$ cat src/rtl/alu_pkg.sv
// Shared constants for seq_alu: opcodes, iterative FSM states, default width.
package alu_pkg;
  localparam int ALU_WIDTH = 32;

  localparam logic [3:0] OP_AND   = 4'b0000;
  localparam logic [3:0] OP_OR    = 4'b0001;
  localparam logic [3:0] OP_ADD   = 4'b0010;
  localparam logic [3:0] OP_XOR   = 4'b0011;
  localparam logic [3:0] OP_NOR   = 4'b0100;
  localparam logic [3:0] OP_SLTU  = 4'b0101;
  localparam logic [3:0] OP_SUB   = 4'b0110;
  localparam logic [3:0] OP_SLT   = 4'b0111;
  localparam logic [3:0] OP_MULT  = 4'b1000;
  localparam logic [3:0] OP_MULTU = 4'b1001;
  localparam logic [3:0] OP_DIV   = 4'b1010;
  localparam logic [3:0] OP_DIVU  = 4'b1011;

  typedef enum logic [1:0] {ST_IDLE, ST_ITER, ST_FINISH} state_t;
endpackage

$ cat src/rtl/muldiv_unit.sv
// Iterative multiply/divide engine: shift-add multiply and restoring divide,
// one bit per cycle on operand magnitudes with a sign fix-up on the last step.
module muldiv_unit
  import alu_pkg::*;
#(
  parameter int WIDTH = ALU_WIDTH
) (
  input  logic             clk,
  input  logic             rst_n,
  input  logic             start_i,
  input  logic             div_i,
  input  logic             uns_i,
  input  logic [WIDTH-1:0] a_i,
  input  logic [WIDTH-1:0] b_i,
  output logic             busy_o,
  output logic             fin_o,
  output logic             done_o,
  output logic [WIDTH-1:0] hi_o,
  output logic [WIDTH-1:0] lo_o
);
  localparam int CW = $clog2(WIDTH + 1);

  state_t             st_q, st_d;
  logic [CW-1:0]      cnt_q, cnt_d;
  logic [2*WIDTH-1:0] p_q, p_d, prod;
  logic [WIDTH-1:0]   b_q, a_q, ua, ub, quo, rem;
  logic               div_q, pneg_q, rneg_q, dz_q;
  logic               a_neg, b_neg;
  logic [WIDTH:0]     sum, rsh, diff;

  assign a_neg = !uns_i && a_i[WIDTH-1];
  assign b_neg = !uns_i && b_i[WIDTH-1];
  assign ua    = a_neg ? -a_i : a_i;
  assign ub    = b_neg ? -b_i : b_i;

  // p_q holds {partial product, multiplier} or {remainder, dividend/quotient}
  always_comb begin
    st_d  = st_q;
    cnt_d = cnt_q;
    p_d   = p_q;
    sum   = {1'b0, p_q[2*WIDTH-1:WIDTH]} + (p_q[0] ? {1'b0, b_q} : '0);
    rsh   = p_q[2*WIDTH-1:WIDTH-1];
    diff  = rsh - {1'b0, b_q};
    case (st_q)
      ST_IDLE: if (start_i) begin
        st_d  = ST_ITER;
        cnt_d = '0;
        p_d   = {{WIDTH{1'b0}}, ua};
      end
      ST_ITER: begin
        if (div_q)
          p_d = diff[WIDTH] ? {rsh[WIDTH-1:0], p_q[WIDTH-2:0], 1'b0}
                            : {diff[WIDTH-1:0], p_q[WIDTH-2:0], 1'b1};
        else
          p_d = {sum, p_q[WIDTH-1:1]};
        cnt_d = cnt_q + 1'b1;
        if (cnt_q == CW'(WIDTH - 1)) begin
          st_d  = ST_FINISH;
          cnt_d = '0;
        end
      end
      ST_FINISH: st_d = ST_IDLE;
      default:   st_d = ST_IDLE;
    endcase
  end

  always_ff @(posedge clk or negedge rst_n) begin
    if (!rst_n) begin
      st_q   <= ST_IDLE;
      cnt_q  <= '0;
      p_q    <= '0;
      a_q    <= '0;
      b_q    <= '0;
      div_q  <= 1'b0;
      pneg_q <= 1'b0;
      rneg_q <= 1'b0;
      dz_q   <= 1'b0;
    end else begin
      st_q  <= st_d;
      cnt_q <= cnt_d;
      p_q   <= p_d;
      if (st_q == ST_IDLE && start_i) begin
        a_q    <= a_i;
        b_q    <= ub;
        div_q  <= div_i;
        pneg_q <= a_neg ^ b_neg;
        rneg_q <= a_neg;
        dz_q   <= (b_i == '0);
      end
    end
  end

  // Final values are taken from p_d so they can be registered on the last ITER edge
  always_comb begin
    prod = pneg_q ? -p_d : p_d;
    quo  = pneg_q ? -p_d[WIDTH-1:0] : p_d[WIDTH-1:0];
    rem  = rneg_q ? -p_d[2*WIDTH-1:WIDTH] : p_d[2*WIDTH-1:WIDTH];
    if (!div_q) begin
      {hi_o, lo_o} = prod;
    end else if (dz_q) begin
      hi_o = a_q;
      lo_o = '1;
    end else begin
      hi_o = rem;
      lo_o = quo;
    end
  end

  assign busy_o = (st_q != ST_IDLE);
  assign fin_o  = (st_q == ST_ITER) && (cnt_q == CW'(WIDTH - 1));
  assign done_o = (st_q == ST_FINISH);
endmodule

$ cat src/rtl/seq_alu.sv
// Sequential ALU: single-cycle logic/arith ops, optional iterative mul/div.
// Define SEQ_ALU_MULDIV_EN to build the multiply/divide engine and hi/lo.
module seq_alu
  import alu_pkg::*;
#(
  parameter int WIDTH = ALU_WIDTH
) (
  input  logic             clk,
  input  logic             rst_n,
  input  logic             start,
  input  logic [3:0]       ALUOperation,
  input  logic [WIDTH-1:0] a,
  input  logic [WIDTH-1:0] b,
  output logic             busy,
  output logic             done,
  output logic [WIDTH-1:0] ALUResult,
  output logic             zero,
  output logic [WIDTH-1:0] hi,
  output logic [WIDTH-1:0] lo
);
  logic             acc, is_md, md_busy, md_fin, md_done;
  logic [WIDTH-1:0] md_hi, md_lo, alu_r;
  logic [WIDTH-1:0] res_q;
  logic             zero_q, done_q;

  assign acc = start && !md_busy;

`ifdef SEQ_ALU_MULDIV_EN
  logic [WIDTH-1:0] hi_q, lo_q;

  assign is_md = (ALUOperation[3:2] == 2'b10);

  muldiv_unit #(.WIDTH(WIDTH)) u_muldiv (
    .clk     (clk),
    .rst_n   (rst_n),
    .start_i (acc && is_md),
    .div_i   (ALUOperation[1]),
    .uns_i   (ALUOperation[0]),
    .a_i     (a),
    .b_i     (b),
    .busy_o  (md_busy),
    .fin_o   (md_fin),
    .done_o  (md_done),
    .hi_o    (md_hi),
    .lo_o    (md_lo)
  );

  always_ff @(posedge clk or negedge rst_n) begin
    if (!rst_n) begin
      hi_q <= '0;
      lo_q <= '0;
    end else if (md_fin) begin
      hi_q <= md_hi;
      lo_q <= md_lo;
    end
  end

  assign hi = hi_q;
  assign lo = lo_q;
`else
  assign is_md   = 1'b0;
  assign md_busy = 1'b0;
  assign md_fin  = 1'b0;
  assign md_done = 1'b0;
  assign md_hi   = '0;
  assign md_lo   = '0;
  assign hi      = '0;
  assign lo      = '0;
`endif

  // Unused codes fall to the default and produce 0
  always_comb begin
    alu_r = '0;
    case (ALUOperation)
      OP_AND:  alu_r = a & b;
      OP_OR:   alu_r = a | b;
      OP_ADD:  alu_r = a + b;
      OP_XOR:  alu_r = a ^ b;
      OP_NOR:  alu_r = ~(a | b);
      OP_SLTU: alu_r = {{(WIDTH-1){1'b0}}, (a < b)};
      OP_SUB:  alu_r = a - b;
      OP_SLT:  alu_r = {{(WIDTH-1){1'b0}}, ($signed(a) < $signed(b))};
      default: alu_r = '0;
    endcase
  end

  always_ff @(posedge clk or negedge rst_n) begin
    if (!rst_n) begin
      res_q  <= '0;
      zero_q <= 1'b1;
      done_q <= 1'b0;
    end else begin
      done_q <= acc && !is_md;
      if (acc && !is_md) begin
        res_q  <= alu_r;
        zero_q <= (alu_r == '0);
      end else if (md_fin) begin
        res_q  <= md_lo;
        zero_q <= (md_lo == '0);
      end
    end
  end

  assign busy      = md_busy;
  assign done      = done_q | md_done;
  assign ALUResult = res_q;
  assign zero      = zero_q;
endmodule

$ cat config.mk
export PLATFORM = sky130hd
export DESIGN_NAME = seq_alu
export DESIGN_NICKNAME = d
export VERILOG_FILES = /design/src/rtl/alu_pkg.sv /design/src/rtl/muldiv_unit.sv /design/src/rtl/seq_alu.sv
export SDC_FILE = /design/constraint.sdc
export NUM_CORES = 1
export LEC_CHECK = 0
export ABC_AREA = 1
export CORE_ASPECT_RATIO = 1.1
export CORE_MARGIN = 2
export CORE_UTILIZATION = 38
export DETAILED_ROUTE_END_ITERATION = 10
export GPL_TIMING_DRIVEN = 1
export PLACE_DENSITY = 0.73
export SLEW_MARGIN = 20
export SYNTH_ARGS = -nofsm -noshare
export SYNTH_HDL_FRONTEND = slang
export SYNTH_SLANG_ARGS = --single-unit
$ cat constraint.sdc
create_clock -name clk -period 0.9 [get_ports clk]
set_input_delay 0.09 -clock clk [delete_from_list [all_inputs] [get_ports clk]]
set_output_delay 0.09 -clock clk [all_outputs]
set_load 0.005 [all_outputs]
# Yosys cells after proc, flatten, opt, wreduce, memory -nomap -nowiden
# Cells that the tools add are included.
# word_totals
ff_bits	34
output_inout_bits	99
word_cells	21
# op_classes
add_sub_neg	2
order_cmp	2
eq_ne	7
n_mux	1
bitwise_logic	4
reduce_logical	2
# ops
op	n
one-hot mux 32 bit (8 select lines)	1
less-than comparator 32 bit	2
adder 32 bit	1
AND 32 bit	1
logical NOT 32 bit	1
inverter 32 bit	1
bitwise OR 32 bit	1
subtractor 32 bit	1
XOR 32 bit	1
== test 4 x 3 -> 1 bit, second input constant	4
== test 4 x 2 -> 1 bit, second input constant	2
== test 4 x 1 -> 1 bit, second input constant	1
logical NOT 4 bit	1

# Logic depth before layout (Yosys ltp)
# depth
word_depth	4
ltp_mapped	22
mapped_depth_nobuf	22

# Worst setup path before layout
# Ideal clock, no wire load.
# synth_timing
kind	input-to-reg
start	input a[0]
end	register zero_q, in the netlist zero
setup_ps	61
arrival_ps	1842
required_ps	839
path_slack_ps	-1003
stages	20
path_buffers	0
path_cell_list	inv_1 -> ha_1 -> fa_1 -> inv_1 -> nand2_1 -> nand2_1 -> nand3_1 -> nand2_1 -> nand2_1 -> nand2_1 -> nand2_1 -> nand3_1 -> nand3_1 -> nor2_1 -> nand2_1 -> nor2_1 -> nand3_1 -> nor2_1 -> nand2_1 -> nand2_1
# synth_between
elab_chain_len	4
# synth_rtl
item	line_no	text
from (decl)	seq_alu.sv:12	input logic [WIDTH-1:0] a,
branches (longest 2 deep; another with subtractor 32 bit)	-	
one-hot mux 32 bit (8 select lines) *	seq_alu.sv:74	case (ALUOperation)
logical NOT 32 bit *	seq_alu.sv:96	zero_q <= (alu_r == '0);
to (signal assigned)	seq_alu.sv:96	
to (signal assigned)	seq_alu.sv:99	zero_q <= (md_lo == '0);
to (decl)	seq_alu.sv:24	logic zero_q, done_q;
# Every way passes the cells marked *.
# A chain may end at the register's enable or synchronous reset.

# Worst setup path after layout
# layout_timing
start	input b[9]
end	register zero_q, in the netlist zero
# layout_between
elab_chain_len	4
# layout_rtl
item	line_no	text
from (decl)	seq_alu.sv:13	input logic [WIDTH-1:0] b,
branches (longest 2 deep; another with subtractor 32 bit)	-	
one-hot mux 32 bit (8 select lines) *	seq_alu.sv:74	
logical NOT 32 bit *	seq_alu.sv:96	
# Marks and branches as above.

==> results.toml <==
[logic_synthesis]
synth_top_area_cell = "nand2_1"
synth_edf_count = 0
synth_common_cells = "nand2_1, inv_1, nor2_1"
synthTopCellsByArea = "nand2_1, ha_1, inv_1"
synth_top_area_share = 0.2298
syn_area_um2 = 8527
synth.distinct_cells = 39
yosysMostFrequentCell = "nand2_1"
synthArstFlopShare = 1.000
yosysSeqAreaShare = 0.09993
synth.avg_cell_area_um2 = 5.477
syn_inst = 1557
ys_warn_count = 0
ys_seq_elements = 34
ys.flop_type = "dfrtp_1"

[status]
status = "finished with violations"
failed_checks = "setup timing"

[floorplan]
die_area_um2 = 23660
initial_core_util = 0.3869
die_w_um = 146.8
die_y_um = 161.1
ioPinCount = 170
std_cell_rows = 57
fp.coreArea_um2 = 22040

[placement]
io_buffers = 104
dpl.hpwl_um = 30430
globalplace.congestion = 1.020
pre_cts_ws_ns = -2.017
dpl_cell_area_um2 = 12870

[detailed_routing]
routed_wl_um = 43920
antenna_left = 0
route.detailed.drc = 0
wl_per_cell_um = 18.34
vias = 12860
routed_via_density = 5.369
drt_iter0_drc = 1183
drt_first_pass_iters = 7

[clock_tree]
cts_buffer_depth = 2
clockRootBuffer = "clkbuf_16"
clkTransAtPathRegs_ns = 0.06
cts_buffers = 5
htree_levels = 2
clk_latency_ns = 0.28
tritoncts = "done"
cts_sinks = 34

[global_routing]
grt_max_degree = 41
antenna_found_initial = 0
overflow = 0
grt_pass1_vias = 12190
grt_pass1_wl_um = 62090
grt_usage = 0.3326

[pwr]
ir_drop_mv = 0.6680
p_per_area_nw_per_um2 = 837.4
p_leak_nw = 8.688

[critical_path]
crit_path_start = "b[9]"
cp_common_cell = "nand2_1"
crit_chain = "buf_6, inv_4, ha_4, buf_6, nand2_8, buf_6, nor2_4, nand3_2, nand3_4, nand2_2, nand2_1, nand2_1, nand3_2, nand2_2, nor2_4, nand2_1, nor2_1, nand2_1, nor2_4, nand2_2, nand2_1"
cp.required_ns = 1.13
slowest_delay_ns = 0.35
crit_path_top_delay_cell = "ha_4"
r2r_start = "ALUResult[7]"
critical_path_class = "in -> reg"
worstPathArrival_ns = 2.41
worst_setup_path_end_kind = "register"
ff2ff_path_depth = 4
crit_fanout = 7
crit_path_end = "zero"
r2r_slack_ns = -0.12
start_kind = "input port"
r2r-end = "ALUResult[7]"

[timing]
setup_slack_ns = -1.287
period_share = 2.430
setup_viol = 37
report.final.slew_viol_count = 0
worstMarginPinSlew_ns = 0.6121
max_freq_mhz = 457.2
rsz0062_at_grt = "yes"
maxSlewHeadroom = 0.5920
hold_viol_final = 0
finClkSkew_ns = 0
layout_min_cycle_time_ns = 2.187

[layout]
final_nets = 2268
antenna_cells = 0
multiInputGateArea_um2 = 9239
area_growth_pct = 97.11
stdcell_area_um2 = 16810
num-fill-cells = 1550
register_area_um2 = 852.1
drive_gt1_frac = 0.6038

[job]
maxCapViolations = 0

[worst_hold_path]
hold_path_class = "in -> async"
kinds of logic after synthesis:
kind of cell	synth area share
simple gates	0.4186
buf+inv	0.2197
compound gates	0.1158
fa+ha+maj	0.1456
other cells	0.0004398
flops	0.09993
cell usage in the layout (no fill, tap or decap), types with 42 or more instances in the layout:
cell type  netlist  final
inv_4            0     42
buf_6            9    103
nand3_1        131     60
nand2_2          5    162
nand2_4          0     56
conb_1           1     65
inv_2           12     91
inv_1          281    150
nand2_1        522    302
nor2_4           1     70
buf_2           15     49
buf_4           75    371
nand3_2          4     50
nor2_1         146     53
where the power goes:
part / leakage (nW) / total, W / internal, W / switching (W)
registers: 0.442 / 0.00178 / 0.00169 / 0.0000860
logic: 8.17 / 0.0106 / 0.00477 / 0.00579
clock network: 0.0729 / 0.00174 / 0.00109 / 0.000642
sequential cells by signal, indices dropped and copies added, names as in the netlist:
| name | flops |
|---|---|
| ALUResult | 32 |
| done | 1 |
| zero | 1 |
worst min path at each step:
| stage | start | to | slack (ns) | cells after the start |
|---|---|---|---|---|
| floorplan | rst_n | ALUResult[0] | -0.21 | 0 |
| global placement | ALUResult[10] | ALUResult[10] | 0.46 | 2 |
| detailed placement | ALUResult[10] | ALUResult[10] | 0.47 | 2 |
| global route | rst_n | ALUResult[30] | 0.23 | 2 |
| CTS | rst_n | ALUResult[22] | 0.20 | 2 |
| finish | rst_n | ALUResult[30] | 0.18 | 2 |
metrics by stage:
| step | utilization | power (W) | TNS [ns] | cells | hold slack (ns) |
|---|---|---|---|---|---|
| after global placement | 0.5839 | 0.008966 | -58.40 | 2273 | 0.4635 |
| after floorplan | - | 0.005657 | -18.64 | 1621 | -0.2056 |
| final | 0.7627 | 0.01407 | -27.86 | 2395 | 0.1827 |
| after CTS | 0.6957 | 0.01242 | -25.94 | 2368 | 0.1989 |
| after global routing | 0.7627 | 0.01468 | -30.70 | 2395 | 0.2299 |
| after detailed placement | 0.5842 | 0.009058 | -54.23 | 2273 | 0.4666 |
worst max-delay path: cells and delay by family:
| kind | cells | cell delay (ns) |
|---|---|---|
| buffers and inverters | 4 | 0.39 |
| adder cells (fa/ha/maj) | 1 | 0.35 |
| AND/OR/NAND/NOR | 16 | 1.58 |
layout make-up:
type,count,area share
tap,295,0.02196
clock inverter,2,0.0007444
multi-input combinational,1188,0.5497
clock buffer,6,0.008263
timing repair buffer,577,0.2926
sequential,34,0.05070
inverter,293,0.07608
repair_timing:
action	CTS	global route
gates cloned	3	0
hold buffers	0	0
setup buffers	90	40
setup endpoints to repair	67	40
pin swaps	255	195
resized for setup	900	398
metal layers:
layer / track usage / vias to the layer above / wire length [um]
li1: - / 5825 / -
met1: 0.4014 / 6008 / 16500
met2: 0.5610 / 777 / 20070
met3: 0.08729 / 249 / 4528
met4: 0.1372 / 0 / 2814
met5: 0.008333 / - / 0
No activity file was read; power rests on OpenSTA's default activity.
